**src/rtl/uart_pkg.sv**
```systemverilog
// ---------------------------------------------------------------------------
// uart_pkg
// Shared types and constants for the UART transmit framer and the PWM
// diagnostic stage that sits downstream of it.
//   state_t     : framer FSM state encoding
//   DCNT_*      : bit-index codes exported on data_cnt_o (0..7 are data bits)
// ---------------------------------------------------------------------------
package uart_pkg;

  typedef enum logic [2:0] {
    IDLE,
    START,
    DATA,
    PARITY,
    STOP
  } state_t;

  localparam logic [3:0] DCNT_START = 4'd8;
  localparam logic [3:0] DCNT_STOP  = 4'd9;
  localparam logic [3:0] DCNT_PAR   = 4'd10;
  localparam logic [3:0] DCNT_IDLE  = 4'd15;

endpackage

```
**src/rtl/uart_tx_frame_if.sv**
```systemverilog
// ---------------------------------------------------------------------------
// uart_tx_frame_if
// Byte-producer handshake into the UART transmit framer.
//   tx_data  : byte to send, held by the producer until accepted
//   tx_valid : producer has a byte on tx_data
//   tx_ready : framer takes the byte on a cycle where valid & ready
// Modports: master = producer side, slave = framer side.
// ---------------------------------------------------------------------------
interface uart_tx_frame_if;

  logic [7:0] tx_data;
  logic       tx_valid;
  logic       tx_ready;

  modport master (
    output tx_data,
    output tx_valid,
    input  tx_ready
  );

  modport slave (
    input  tx_data,
    input  tx_valid,
    output tx_ready
  );

endinterface

```
**src/rtl/uart_baud_gen.sv**
```systemverilog
// ---------------------------------------------------------------------------
// uart_baud_gen
// Per-bit baud counter for the UART framer.
//   clk, rst_n : clock, asynchronous active-low reset
//   run        : count while high, hold at 0 while low
//   cnt        : position inside the current bit period, 0..KBAUD-1
//   tick       : high on the last cycle of a bit period (cnt == KBAUD-1)
// ---------------------------------------------------------------------------
module uart_baud_gen #(
  parameter int KBAUD    = 10416,
  parameter int CNT_BITS = $clog2(KBAUD)
) (
  input  logic                clk,
  input  logic                rst_n,
  input  logic                run,
  output logic [CNT_BITS-1:0] cnt,
  output logic                tick
);

  localparam logic [CNT_BITS-1:0] CNT_LAST = CNT_BITS'(KBAUD - 1);

  assign tick = (cnt == CNT_LAST);

  // Wrap on every bit boundary so the next bit starts at 0 on the same edge
  // the framer changes tx and the bit index.
  always_ff @(posedge clk or negedge rst_n) begin
    if (!rst_n) begin
      cnt <= '0;
    end else if (!run || tick) begin
      cnt <= '0;
    end else begin
      cnt <= cnt + CNT_BITS'(1);
    end
  end

endmodule

```
**src/rtl/uart_tx_frame.sv**
```systemverilog
// ---------------------------------------------------------------------------
// uart_tx_frame
// UART transmit framer: takes one byte per valid/ready handshake and sends
// it LSB-first as start, 8 data bits, [parity], stop at KBAUD clocks per bit.
// Optional even parity bit is built in when UART_TX_PARITY_EN is defined.
//   clk, rst_n   : clock, asynchronous active-low reset
//   bus (slave)  : tx_data / tx_valid / tx_ready byte handshake
//   tx           : serial line, idle high
//   busy         : high while a frame is on the line
//   baud_cnt_o   : position inside the current bit, 0..KBAUD-1
//   data_cnt_o   : bit index (0..7 data, 8 start, 9 stop, 10 parity, 15 idle)
// ---------------------------------------------------------------------------
module uart_tx_frame
  import uart_pkg::*;
#(
  parameter int KBAUD    = 10416,
  parameter int CNT_BITS = $clog2(KBAUD)
) (
  input  logic                clk,
  input  logic                rst_n,
  uart_tx_frame_if.slave      bus,
  output logic                tx,
  output logic                busy,
  output logic [CNT_BITS-1:0] baud_cnt_o,
  output logic [3:0]          data_cnt_o
);

  localparam logic [CNT_BITS-1:0] CNT_PRELAST = CNT_BITS'(KBAUD - 2);

  state_t     state;
  logic [7:0] shift_reg;
  logic       tick;
  logic       run;
  logic       accept;
`ifdef UART_TX_PARITY_EN
  logic       parity_bit;
`endif

  assign run    = (state != IDLE);
  assign accept = bus.tx_valid & bus.tx_ready;

  uart_baud_gen #(
    .KBAUD   (KBAUD),
    .CNT_BITS(CNT_BITS)
  ) u_baud_gen (
    .clk (clk),
    .rst_n(rst_n),
    .run (run),
    .cnt (baud_cnt_o),
    .tick(tick)
  );

  // Framer FSM. All outputs are registered here; tx_ready is precomputed
  // one cycle early so it is high in IDLE and on the final stop-bit cycle,
  // which is what allows back-to-back frames with no idle gap.
  always_ff @(posedge clk or negedge rst_n) begin
    if (!rst_n) begin
      state        <= IDLE;
      shift_reg    <= '0;
      tx           <= 1'b1;
      busy         <= 1'b0;
      bus.tx_ready <= 1'b1;
      data_cnt_o   <= DCNT_IDLE;
`ifdef UART_TX_PARITY_EN
      parity_bit   <= 1'b0;
`endif
    end else begin
      case (state)
        IDLE: begin
          if (accept) begin
            state        <= START;
            shift_reg    <= bus.tx_data;
            tx           <= 1'b0;
            busy         <= 1'b1;
            bus.tx_ready <= 1'b0;
            data_cnt_o   <= DCNT_START;
`ifdef UART_TX_PARITY_EN
            parity_bit   <= ^bus.tx_data;
`endif
          end
        end

        START: begin
          if (tick) begin
            state      <= DATA;
            tx         <= shift_reg[0];
            data_cnt_o <= 4'd0;
          end
        end

        // tx always shows shift_reg[0]; on a boundary we shift and
        // present the next bit, which is shift_reg[1] before the shift.
        DATA: begin
          if (tick) begin
            if (data_cnt_o == 4'd7) begin
`ifdef UART_TX_PARITY_EN
              state      <= PARITY;
              tx         <= parity_bit;
              data_cnt_o <= DCNT_PAR;
`else
              state      <= STOP;
              tx         <= 1'b1;
              data_cnt_o <= DCNT_STOP;
`endif
            end else begin
              shift_reg  <= shift_reg >> 1;
              tx         <= shift_reg[1];
              data_cnt_o <= data_cnt_o + 4'd1;
            end
          end
        end

`ifdef UART_TX_PARITY_EN
        PARITY: begin
          if (tick) begin
            state      <= STOP;
            tx         <= 1'b1;
            data_cnt_o <= DCNT_STOP;
          end
        end
`endif

        STOP: begin
          if (!tick) begin
            bus.tx_ready <= (baud_cnt_o == CNT_PRELAST);
          end else if (accept) begin
            state        <= START;
            shift_reg    <= bus.tx_data;
            tx           <= 1'b0;
            busy         <= 1'b1;
            bus.tx_ready <= 1'b0;
            data_cnt_o   <= DCNT_START;
`ifdef UART_TX_PARITY_EN
            parity_bit   <= ^bus.tx_data;
`endif
          end else begin
            state        <= IDLE;
            tx           <= 1'b1;
            busy         <= 1'b0;
            bus.tx_ready <= 1'b1;
            data_cnt_o   <= DCNT_IDLE;
          end
        end

        default: begin
          state        <= IDLE;
          tx           <= 1'b1;
          busy         <= 1'b0;
          bus.tx_ready <= 1'b1;
          data_cnt_o   <= DCNT_IDLE;
        end
      endcase
    end
  end

endmodule

```
**src/flat_wrapper.sv**
```systemverilog
// flat-port wrapper written by rule: the top's interface ports become plain ports
module uart_tx_frame_flat import uart_pkg::*;
#(
  parameter int KBAUD    = 10416,
  parameter int CNT_BITS = $clog2(KBAUD)
)
  (clk, rst_n, tx, busy, baud_cnt_o, data_cnt_o, bus_tx_data, bus_tx_valid, bus_tx_ready);
  uart_tx_frame_if bus_i ();
  input  logic clk;
  input  logic rst_n;
  output logic tx;
  output logic busy;
  output logic [CNT_BITS-1:0] baud_cnt_o;
  output logic [3:0] data_cnt_o;
  input wire logic [$bits(bus_i.tx_data)-1:0] bus_tx_data;
  input wire logic [$bits(bus_i.tx_valid)-1:0] bus_tx_valid;
  output wire logic [$bits(bus_i.tx_ready)-1:0] bus_tx_ready;
  assign bus_i.tx_data = bus_tx_data;
  assign bus_i.tx_valid = bus_tx_valid;
  assign bus_tx_ready = bus_i.tx_ready;
  uart_tx_frame #(.KBAUD(KBAUD), .CNT_BITS(CNT_BITS)) u_core (.clk(clk), .rst_n(rst_n), .bus(bus_i), .tx(tx), .busy(busy), .baud_cnt_o(baud_cnt_o), .data_cnt_o(data_cnt_o));
endmodule
```
**config.mk**
```make
export PLATFORM = sky130hd
export DESIGN_NAME = uart_tx_frame_flat
export DESIGN_NICKNAME = d
export VERILOG_FILES = /design/src/rtl/uart_pkg.sv /design/src/rtl/uart_tx_frame_if.sv /design/src/rtl/uart_baud_gen.sv /design/src/rtl/uart_tx_frame.sv /design/src/flat_wrapper.sv
export SDC_FILE = /design/constraint.sdc
export NUM_CORES = 1
export LEC_CHECK = 0
export BUFFER_PORTS_ARGS = -buffer_cell sky130_fd_sc_hd__buf_2
export CAP_MARGIN = 25
export CORE_UTILIZATION = 50
export CTS_CLUSTER_DIAMETER = 80
export DETAILED_ROUTE_END_ITERATION = 8
export HOLD_SLACK_MARGIN = 0.1
export PLACE_DENSITY = 0.85
export SLEW_MARGIN = 30
export SYNTH_ARGS = -nofsm -noshare
export SYNTH_HDL_FRONTEND = slang
export SYNTH_SLANG_ARGS = --single-unit
```
**constraint.sdc**
```tcl
create_clock -name clk -period 2.3 [get_ports clk]
set_input_delay 0.23 -clock clk [delete_from_list [all_inputs] [get_ports clk]]
set_output_delay 0.23 -clock clk [all_outputs]
set_load 0.02 [all_outputs]
```
After elaboration in Yosys (flattened, before gate mapping)

Cells that the tools add are included.

Register bits after elaboration: 32
Output and inout port bits: 21

Add/sub/neg operators: 2
Eq/ne operators: 12
Multiplexer cells: 33
Bitwise logic cells: 2
Reductions and logical operators: 11

Operators by type and width:

| cell                                                   | count |
|---|---|
| two-way mux 8 bit                                      | 4 |
| == test 14 bit (second input constant)                 | 2 |
| one-hot mux 8 bit (3 select lines)                     | 1 |
| two-way mux 4 bit                                      | 5 |
| two-way mux 3 bit                                      | 6 |
| one-hot mux 4 bit (4 select lines)                     | 1 |
| adder 14 x 1 -> 14 bit (second input constant)         | 1 |
| two-way mux 14 bit                                     | 1 |
| one-hot mux 3 bit (4 select lines)                     | 1 |
| two-way mux 1 bit                                      | 11 |
| inequality test 2 x 1 -> 1 bit (second input constant) | 5 |
| AND reduction 4 bit                                    | 2 |
| one-hot mux 1 bit (3 select lines)                     | 2 |
| nonzero test 3 bit                                     | 2 |
| AND reduction 5 bit                                    | 1 |
| adder 4 x 1 -> 4 bit (second input constant)           | 1 |
| == test 4 x 3 -> 1 bit (second input constant)         | 1 |
| one-hot mux 1 bit (4 select lines)                     | 1 |
| == test 3 x 1 -> 1 bit (second input constant)         | 1 |
| == test 3 x 2 -> 1 bit (second input constant)         | 1 |
| == test 3 bit (second input constant)                  | 1 |
| logical NOT 3 bit                                      | 1 |
| AND reduction 3 bit                                    | 1 |
| inequality test 2 bit (second input constant)          | 1 |
| other kinds (6)                                        | 6 |

Logic depth before layout (Yosys ltp)

Gate-level depths: netlist of run 1.

Depth in word-level cells: 4
Depth in mapped cells: 7
Gate-level depth less buffers: 6

By module

From an unflattened synthesis of run 1, not the netlist that was laid out.

Cells, all modules: 179
Area, all modules: 1,890.6 um^2

Modules (own cells, without submodules):

| module        | times used | cells each | area an instance (um^2) | sequential area each (um^2) |
|---|---|---|---|---|
| uart_tx_frame | 1          | 112        | 1,198.6                 | 457.9 |
| uart_baud_gen | 1          | 67         | 691.9                   | 350.3 |

Least setup slack after synthesis of run 1

OpenSTA, ideal clock, no wires.

Path kind: reg-to-reg
From: reg u_core.u_baud_gen.cnt[9]
To: reg u_core.shift_reg[0]
Arrival: 2,508 ps
Required time: 2,175 ps
Slack: -333 ps
Cell stages (with the launch flop): 6
Path buffers: 1
Period minus slack after synthesis: 2,633 ps
Cell sequence: dfrtp_1 -> or4b_1 -> or4_4 -> buf_6 -> a221oi_4 -> mux2_2

Cells in the longest elaborated chain, start to end: 3

RTL lines:

| item                                            | line                 | text |
|---|---|---|
| start: declaration                              | uart_baud_gen.sv:16  | `output logic [CNT_BITS-1:0] cnt,` |
| start signal: assignment                        | uart_baud_gen.sv:32  | `cnt <= cnt + CNT_BITS'(1);` |
| == test 14 bit (*)                              | uart_baud_gen.sv:22  | `assign tick = (cnt == CNT_LAST);` |
| inequality test 2 x 1 -> 1 bit (no source line) | -                    |  |
| AND reduction 4 bit (no source line) (*)        | -                    |  |
| end signal: assignment                          | uart_tx_frame.sv:72  | `shift_reg <= bus.tx_data;` |
| end signal: assignment                          | uart_tx_frame.sv:106 | `shift_reg <= shift_reg >> 1;` |
| end signal: assignment                          | uart_tx_frame.sv:128 | `shift_reg <= bus.tx_data;` |
| end: declaration                                | uart_tx_frame.sv:31  | `logic [7:0] shift_reg;` |

Mark *: on every way between the ends. The rest lies on a longest branch, timed or not.
A chain may end at the register's enable or synchronous reset.

Worst setup path in the final report of run 1

From: reg u_core.u_baud_gen.cnt[4]
To: reg u_core.shift_reg[0]

Same word-level chain as after synthesis.

==> flow_summary_export.csv, run 1 <==
group,metric,value,unit
status,status,"finished, violations left",
status,violations,"setup timing",
layout,fin_util,68.27,%
layout,drive_gt1_share,41.15,%
global_routing,grt-ovfl-total,0,
setup_path,worstSetupStartpointType,"register",
pwr,switchingPower,525.6,uW
drt,avgRoutedWirePerCell,14.90,um
layout,fin_cells,272,
yosys,synth-compound-area-share,10.47,%
sta,finalHoldViolations,0,
sta,final.setup.tns,-1.566,ns
clocking,insertion_delay,0.35,ns
layout,largest_reg_flops,14,
global_routing,grt_antenna_before_repair,0,
yosys,async_flop_share,100.0,%
setup_path,path_max_fanout,4,
pwr,p_comb_share,28.6,%
floorplanning,rows,21,
clocking,cts_buffers,5,
sta,fin_crit_sh,106.2,%
yosys,yosys-top-cells-count,"dfrtp_1 (26), nor2_1 (21), mux2_2 (18)",
yosys,synth-edff-count,0,
floorplanning,pin_count,32,
drt,ant_nets,0,
pwr,vdd_ir_drop_max,0.5664,mV
drt,drtIter0Drc,60,
clocking,cts_tree,"built",
flow_run,max-cap-violations,0,
pwr,power.density,728.0,nW/um^2
sta,maxClockFrequency,409.4,MHz
sta,slew_violations,0,
yosys,synth_top_area_share,36.54,%
yosys,synth_mux_area_share,13.07,%
yosys,synth_xor_area_share,6.887,%
place,preCtsSetupSlack,-0.1252,ns
floorplanning,die_h,61.68,um
yosys,yosysTopAreaCell,"dfrtp_1",
setup_path,cp.required,2.54,ns
global_routing,first_global_vias,1402,
global_routing,grtUsageTotal,24.34,%
yosys,yosys_warnings,0,
yosys,yosys-top-cells-area,"dfrtp_1 (37%), mux2_2 (11%), dfstp_2 (8.9%), xnor2_1 (5.9%), nor2_1 (4.4%)",
drt,vias,1494,
floorplanning,dieArea,3804,sq um
yosys,synthAdderAreaFrac,2.108,%
place,gp_congestion,0.8117,
sta,fin_ws,-0.1428,ns
yosys,ys_seq_elements,32,
sta,slew_headroom,52.50,%
yosys,syn_area,1780,sq um
place,dp.cells,261,
yosys,synth-simple-area-share,18.69,%
global_routing,grt_max_degree,33,
sta,setup_viol,14,
drt,via_per_inst,5.493,
sta,fin_hold_ws,0.1265,ns
global_routing,grt_pass1_wl,6617,um
floorplanning,core_area,3363,sq um
yosys,synth_cell_type_count,42,
yosys,syn_nets,186,
pwr,seq_power_share,45.6,%
worst_hold_path,hp-class,"primary input to register",
pwr,pwr-share-clk,25.8,%
place,dpl.hpwl,2695,um
layout,final_nets,239,
yosys,syn_avg_cell_area,10.35,sq um
yosys,synthCells,172,
clocking,cts_root_buf,"clkbuf_4",
yosys,ys_seq_area_share,45.40,%
layout,antennaDiodeCount,0,
setup_path,path_class,"register to register",
sta,rsz0062_at_grt,"yes",
setup_path,worstPathArrival,2.68,ns
floorplanning,die_w,61.68,um
drt,dr.pass1.iters,5,
clocking,cts_max_path_buffers,2,
sta,tightest_slew,0.7125,ns
pwr,p_int,1.146,mW
sta,clock_skew,0.008633,ns
drt,route.detailed.drc,0,
place,io_buffers,31,
layout,area_growth,28.95,%
yosys,synth_top_family_by_area,"simple AND/OR/NAND/NOR gates",
floorplanning,initial_core_util,52.94,%
pwr,swShare,31.45,%
drt,totalWireLength,4054,um
sta,period_minus_slack,2.443,ns
yosys,synth_ff_type,"dfrtp_1",
clocking,clkTransAtPathRegs,0.11,ns
clocking,htreeDepth,2,
setup_path,end_kind,"register",
yosys,synthMostInstantiatedCell,"dfrtp_1",
clocking,clkSinkCount,32,
pwr,p_leak,1.042,nW
[power groups by stage]
stage	Clock (mW)	Sequential, mW	Combinational (mW)
2_1_floorplan	0	0.827	0.208
5_1_grt	0.461	0.776	0.518
3_5_place_dp	0	0.768	0.434
6_report	0.432	0.762	0.478
3_3_place_gp	0	0.761	0.423
4_1_cts	0.436	0.759	0.464
[cells in the final DEF, fill, tap and decap left out, types with 5 or more instances in the layout]
| master | synthesis | layout |
|---|---|---|
| nor2_1 | 21 | 21 |
| buf_2 | 0 | 31 |
| buf_4 | 0 | 17 |
| nand3_1 | 5 | 5 |
| mux2_4 | 0 | 12 |
| clkbuf_4 | 0 | 5 |
| a21oi_1 | 8 | 8 |
| inv_1 | 7 | 7 |
| mux2_2 | 18 | 6 |
| dfrtp_1 | 26 | 24 |
| dfstp_2 | 6 | 6 |
| xnor2_1 | 12 | 12 |
| nand2_1 | 8 | 8 |
[logic make-up after synthesis]
kind of cell / count (synthesis)
simple gates: 62
flops: 32
compound gates: 26
mux: 21
xor+xnor: 14
buf+inv: 14
fa+ha+maj: 3
[worst max-delay path, stage by stage (launching register included)]
cell      delay, ns
dfrtp_1        0.40
or4bb_1        0.56
or4_4          0.56
a221oi_4       0.34
buf_6          0.17
mux2_4         0.30
[stage by stage]
| step | power, mW | cell area [sq um] |
|---|---|---|
| after floorplan | 1.035 | 1808 |
| after global placement | 1.184 | 2142 |
| after detailed placement | 1.202 | 2142 |
| after CTS | 1.659 | 2262 |
| after global routing | 1.755 | 2296 |
| final | 1.671 | 2296 |
[layout make-up]
class                           instances  area, sq um
Clock buffer                            6        41.29
Clock inverter                          2        35.03
Fill cell                             266         1067
Inverter                                7        26.28
Multi-Input combinational cell        126        978.4
Sequential cell                        32        810.8
Tap cell                               46        57.56
Timing Repair Buffer                   53        346.6
[path summary, 6_finish.rpt]
| path | cells after the start | start | to | slack, ns |
|---|---|---|---|---|
| hold / removal | 3 | bus_tx_data[7] | u_core.shift_reg[7] | 0.13 |
| setup / recovery | 5 | u_core.u_baud_gen.cnt[4] | u_core.shift_reg[0] | -0.14 |
| min in group asynchronous | 2 | rst_n | u_core.u_baud_gen.cnt[4] | 0.47 |
| hold reg to reg | 1 | u_core.shift_reg[2] | u_core.shift_reg[2] | 0.52 |
| max in group asynchronous | 2 | rst_n | u_core.u_baud_gen.cnt[8] | 1.34 |
| setup reg to reg | 5 | u_core.u_baud_gen.cnt[4] | u_core.shift_reg[0] | -0.14 |
[repair_timing]
item	4_1_cts	5_1_grt
gates resized for setup	9	5
hold buffers	1	0
setup endpoints to repair	13	13
hold endpoints to repair	26	0
setup buffers	0	2
pin swaps	4	3
[metal layers]
metal | GRT usage, % | vias to the layer above | part of all wire (%)
li1 | - | 723 | -
met1 | 32.80 | 724 | 47
met2 | 37.33 | 38 | 48
met3 | 7.353 | 9 | 3.5
met4 | 8.571 | 0 | 1.9
met5 | 0 | - | 0
(Power assumes the default switching activity.)
==> inputs of run 2 (changes only) <==
--- a/config.mk
+++ b/config.mk
@@ -7,11 +7,12 @@
 export LEC_CHECK = 0
 export BUFFER_PORTS_ARGS = -buffer_cell sky130_fd_sc_hd__buf_2
 export CAP_MARGIN = 25
-export CORE_UTILIZATION = 50
+export CORE_UTILIZATION = 35
 export CTS_CLUSTER_DIAMETER = 80
 export DETAILED_ROUTE_END_ITERATION = 8
 export HOLD_SLACK_MARGIN = 0.1
-export PLACE_DENSITY = 0.85
+export PLACE_DENSITY = 0.65
+export SKIP_CTS_REPAIR_TIMING = 1
 export SLEW_MARGIN = 30
 export SYNTH_ARGS = -nofsm -noshare
 export SYNTH_HDL_FRONTEND = slang
==> run 2 against run 1 <==
  * The flow still finishes with violations (setup timing)
  * Final area rose by 0.11%
  * Non-clock buffer count decreased by 1
  * Count of clock-buffer cells in the layout increased by 2
  * Register-to-register slack improved by 0.03 ns
  * Clock skew is 0.00095 ns lower
  * Cell count increased by 7.4%
  * Combinational power decreased by 11%
  * Global-route usage fell by 7.7 points
  * Critical endpoint unchanged
  * Largest power group unchanged
  * Highest routed layer unchanged
==> flow_summary_export.csv, run 2 (synthesized netlist as in run 1, its figures left out) <==
group,metric,value,unit
clocking,cts_tree,"built",
clocking,clkSinkCount,32,
floorplanning,core_area,4817,sq um
global_routing,grt_use_met1,21.99,%
place,io_buffers,31,
drt,avgRoutedWirePerCell,13.70,um
pwr,power.density,725.5,nW/um^2
global_routing,use_met3,4.390,%
global_routing,grtUsageTotal,16.64,%
drt,route.detailed.drc,0,
pwr,vdd_ir_drop_max,0.3871,mV
sta,period_minus_slack,2.415,ns
global_routing,first_global_vias,1423,
floorplanning,die_h,73.33,um
layout,fin_cells,292,
drt,dr.pass1.iters,4,
drt,totalWireLength,3999,um
pwr,p_leak,1.018,nW
setup_path,worstSetupStartpointType,"register",
drt,ant_nets,0,
setup_path,worstPathArrival,2.58,ns
global_routing,use_met2,25.72,%
flow_run,max-cap-violations,0,
clocking,cts_root_buf,"clkbuf_8",
clocking,cts_max_path_buffers,2,
global_routing,grt_pass1_wl,6755,um
floorplanning,dieArea,5377,sq um
clocking,clkTransAtPathRegs,0.06,ns
sta,final.setup.tns,-1.003,ns
place,gp_congestion,0.7794,
layout,area_growth,29.09,%
pwr,finalPower,1.668,mW
layout,mostFrequentLayoutCell,"buf_2",
layout,antennaDiodeCount,0,
sta,rsz0062_at_grt,"yes",
sta,finalHoldViolations,0,
layout,largest_reg_flops,14,
floorplanning,initial_core_util,36.96,%
floorplanning,rows,25,
clocking,cts_buffers,5,
global_routing,grt-ovfl-total,0,
drt,vias,1472,
worst_hold_path,hp-class,"primary input to register",
layout,final_nets,238,
sta,fin_crit_sh,105.0,%
setup_path,path_class,"register to register",
sta,fin_ws,-0.1148,ns
place,dp.cells,282,
setup_path,end_kind,"register",
status,violations,"setup timing",
setup_path,path_max_fanout,8,
clocking,htreeDepth,2,
clocking,insertion_delay,0.29,ns
floorplanning,pin_count,32,
sta,setup_viol,13,
drt,drtIter0Drc,47,
layout,drive_gt1_share,40.89,%
sta,slew_headroom,51.01,%
place,dpl.hpwl,2772,um
floorplanning,die_w,73.33,um
global_routing,grt_max_degree,33,
global_routing,busiest_layer,"met2",
drt,via_per_inst,5.041,
layout,layout.cells.most_common_list,"buf_2 (31), dfrtp_1 (24), nor2_1 (21)",
sta,clock_skew,0.007686,ns
sta,tightest_slew,0.7348,ns
global_routing,grt_antenna_before_repair,0,
sta,maxClockFrequency,414.1,MHz
setup_path,cp.required,2.47,ns
status,status,"finished, violations left",
sta,slew_violations,0,
-- run 2: path summary, 6_finish.rpt --
| kind | start | end | slack (ns) | depth (start not counted) |
|---|---|---|---|---|
| max in group asynchronous | rst_n | u_core.u_baud_gen.cnt[8] | 1.22 | 2 |
| min reg2reg | u_core.shift_reg[2] | u_core.shift_reg[2] | 0.50 | 1 |
| min in group asynchronous | rst_n | u_core.shift_reg[6] | 0.56 | 2 |
| max | u_core.u_baud_gen.cnt[8] | u_core.shift_reg[0] | -0.11 | 5 |
| min | bus_tx_data[7] | u_core.shift_reg[7] | 0.21 | 3 |
| max reg2reg | u_core.u_baud_gen.cnt[8] | u_core.shift_reg[0] | -0.11 | 5 |
-- run 2: metal layers --
layer / up-vias / share of wire (%)
met5: - / 0
met4: 0 / 1.2
met3: 5 / 4.1
met2: 40 / 50
met1: 712 / 44
li1: 715 / -
-- run 2: per-stage QoR --
stage / util [%] / hold slack, ns / worst slack, ns / area [sq um]
finish: 47.71 / 0.2115 / -0.1148 / 2298
detailed placement: 45.27 / 0.3338 / -0.1342 / 2181
global route: 47.71 / 0.2154 / -0.1830 / 2298
floorplan: - / -0.06559 / -0.2964 / 1808
global placement: 45.27 / 0.3303 / -0.1095 / 2181
CTS: 47.35 / 0.02486 / -0.1517 / 2281
-- run 2: critical path, stage by stage (launching register included) --
cell and delay (ns):
dfrtp_2 0.40, or4b_4 0.54, or4_4 0.56, a221oi_4 0.32, buf_12 0.16, mux2_2 0.32
-- run 2: final cells by class --
type	instances	area [sq um]
Fill cell	479	2519
Multi-Input combinational cell	126	937.1
Sequential cell	32	810.8
Timing Repair Buffer	52	340.3
Clock buffer	8	100.1
Tap cell	67	83.83
Inverter	7	26.28
-- run 2: power breakdown --
group / switching [mW] / total [mW] / leakage, nW / internal [mW]
clock network: 0.206 / 0.479 / 0.0515 / 0.273
registers: 0.0846 / 0.764 / 0.387 / 0.680
logic: 0.222 / 0.424 / 0.579 / 0.202
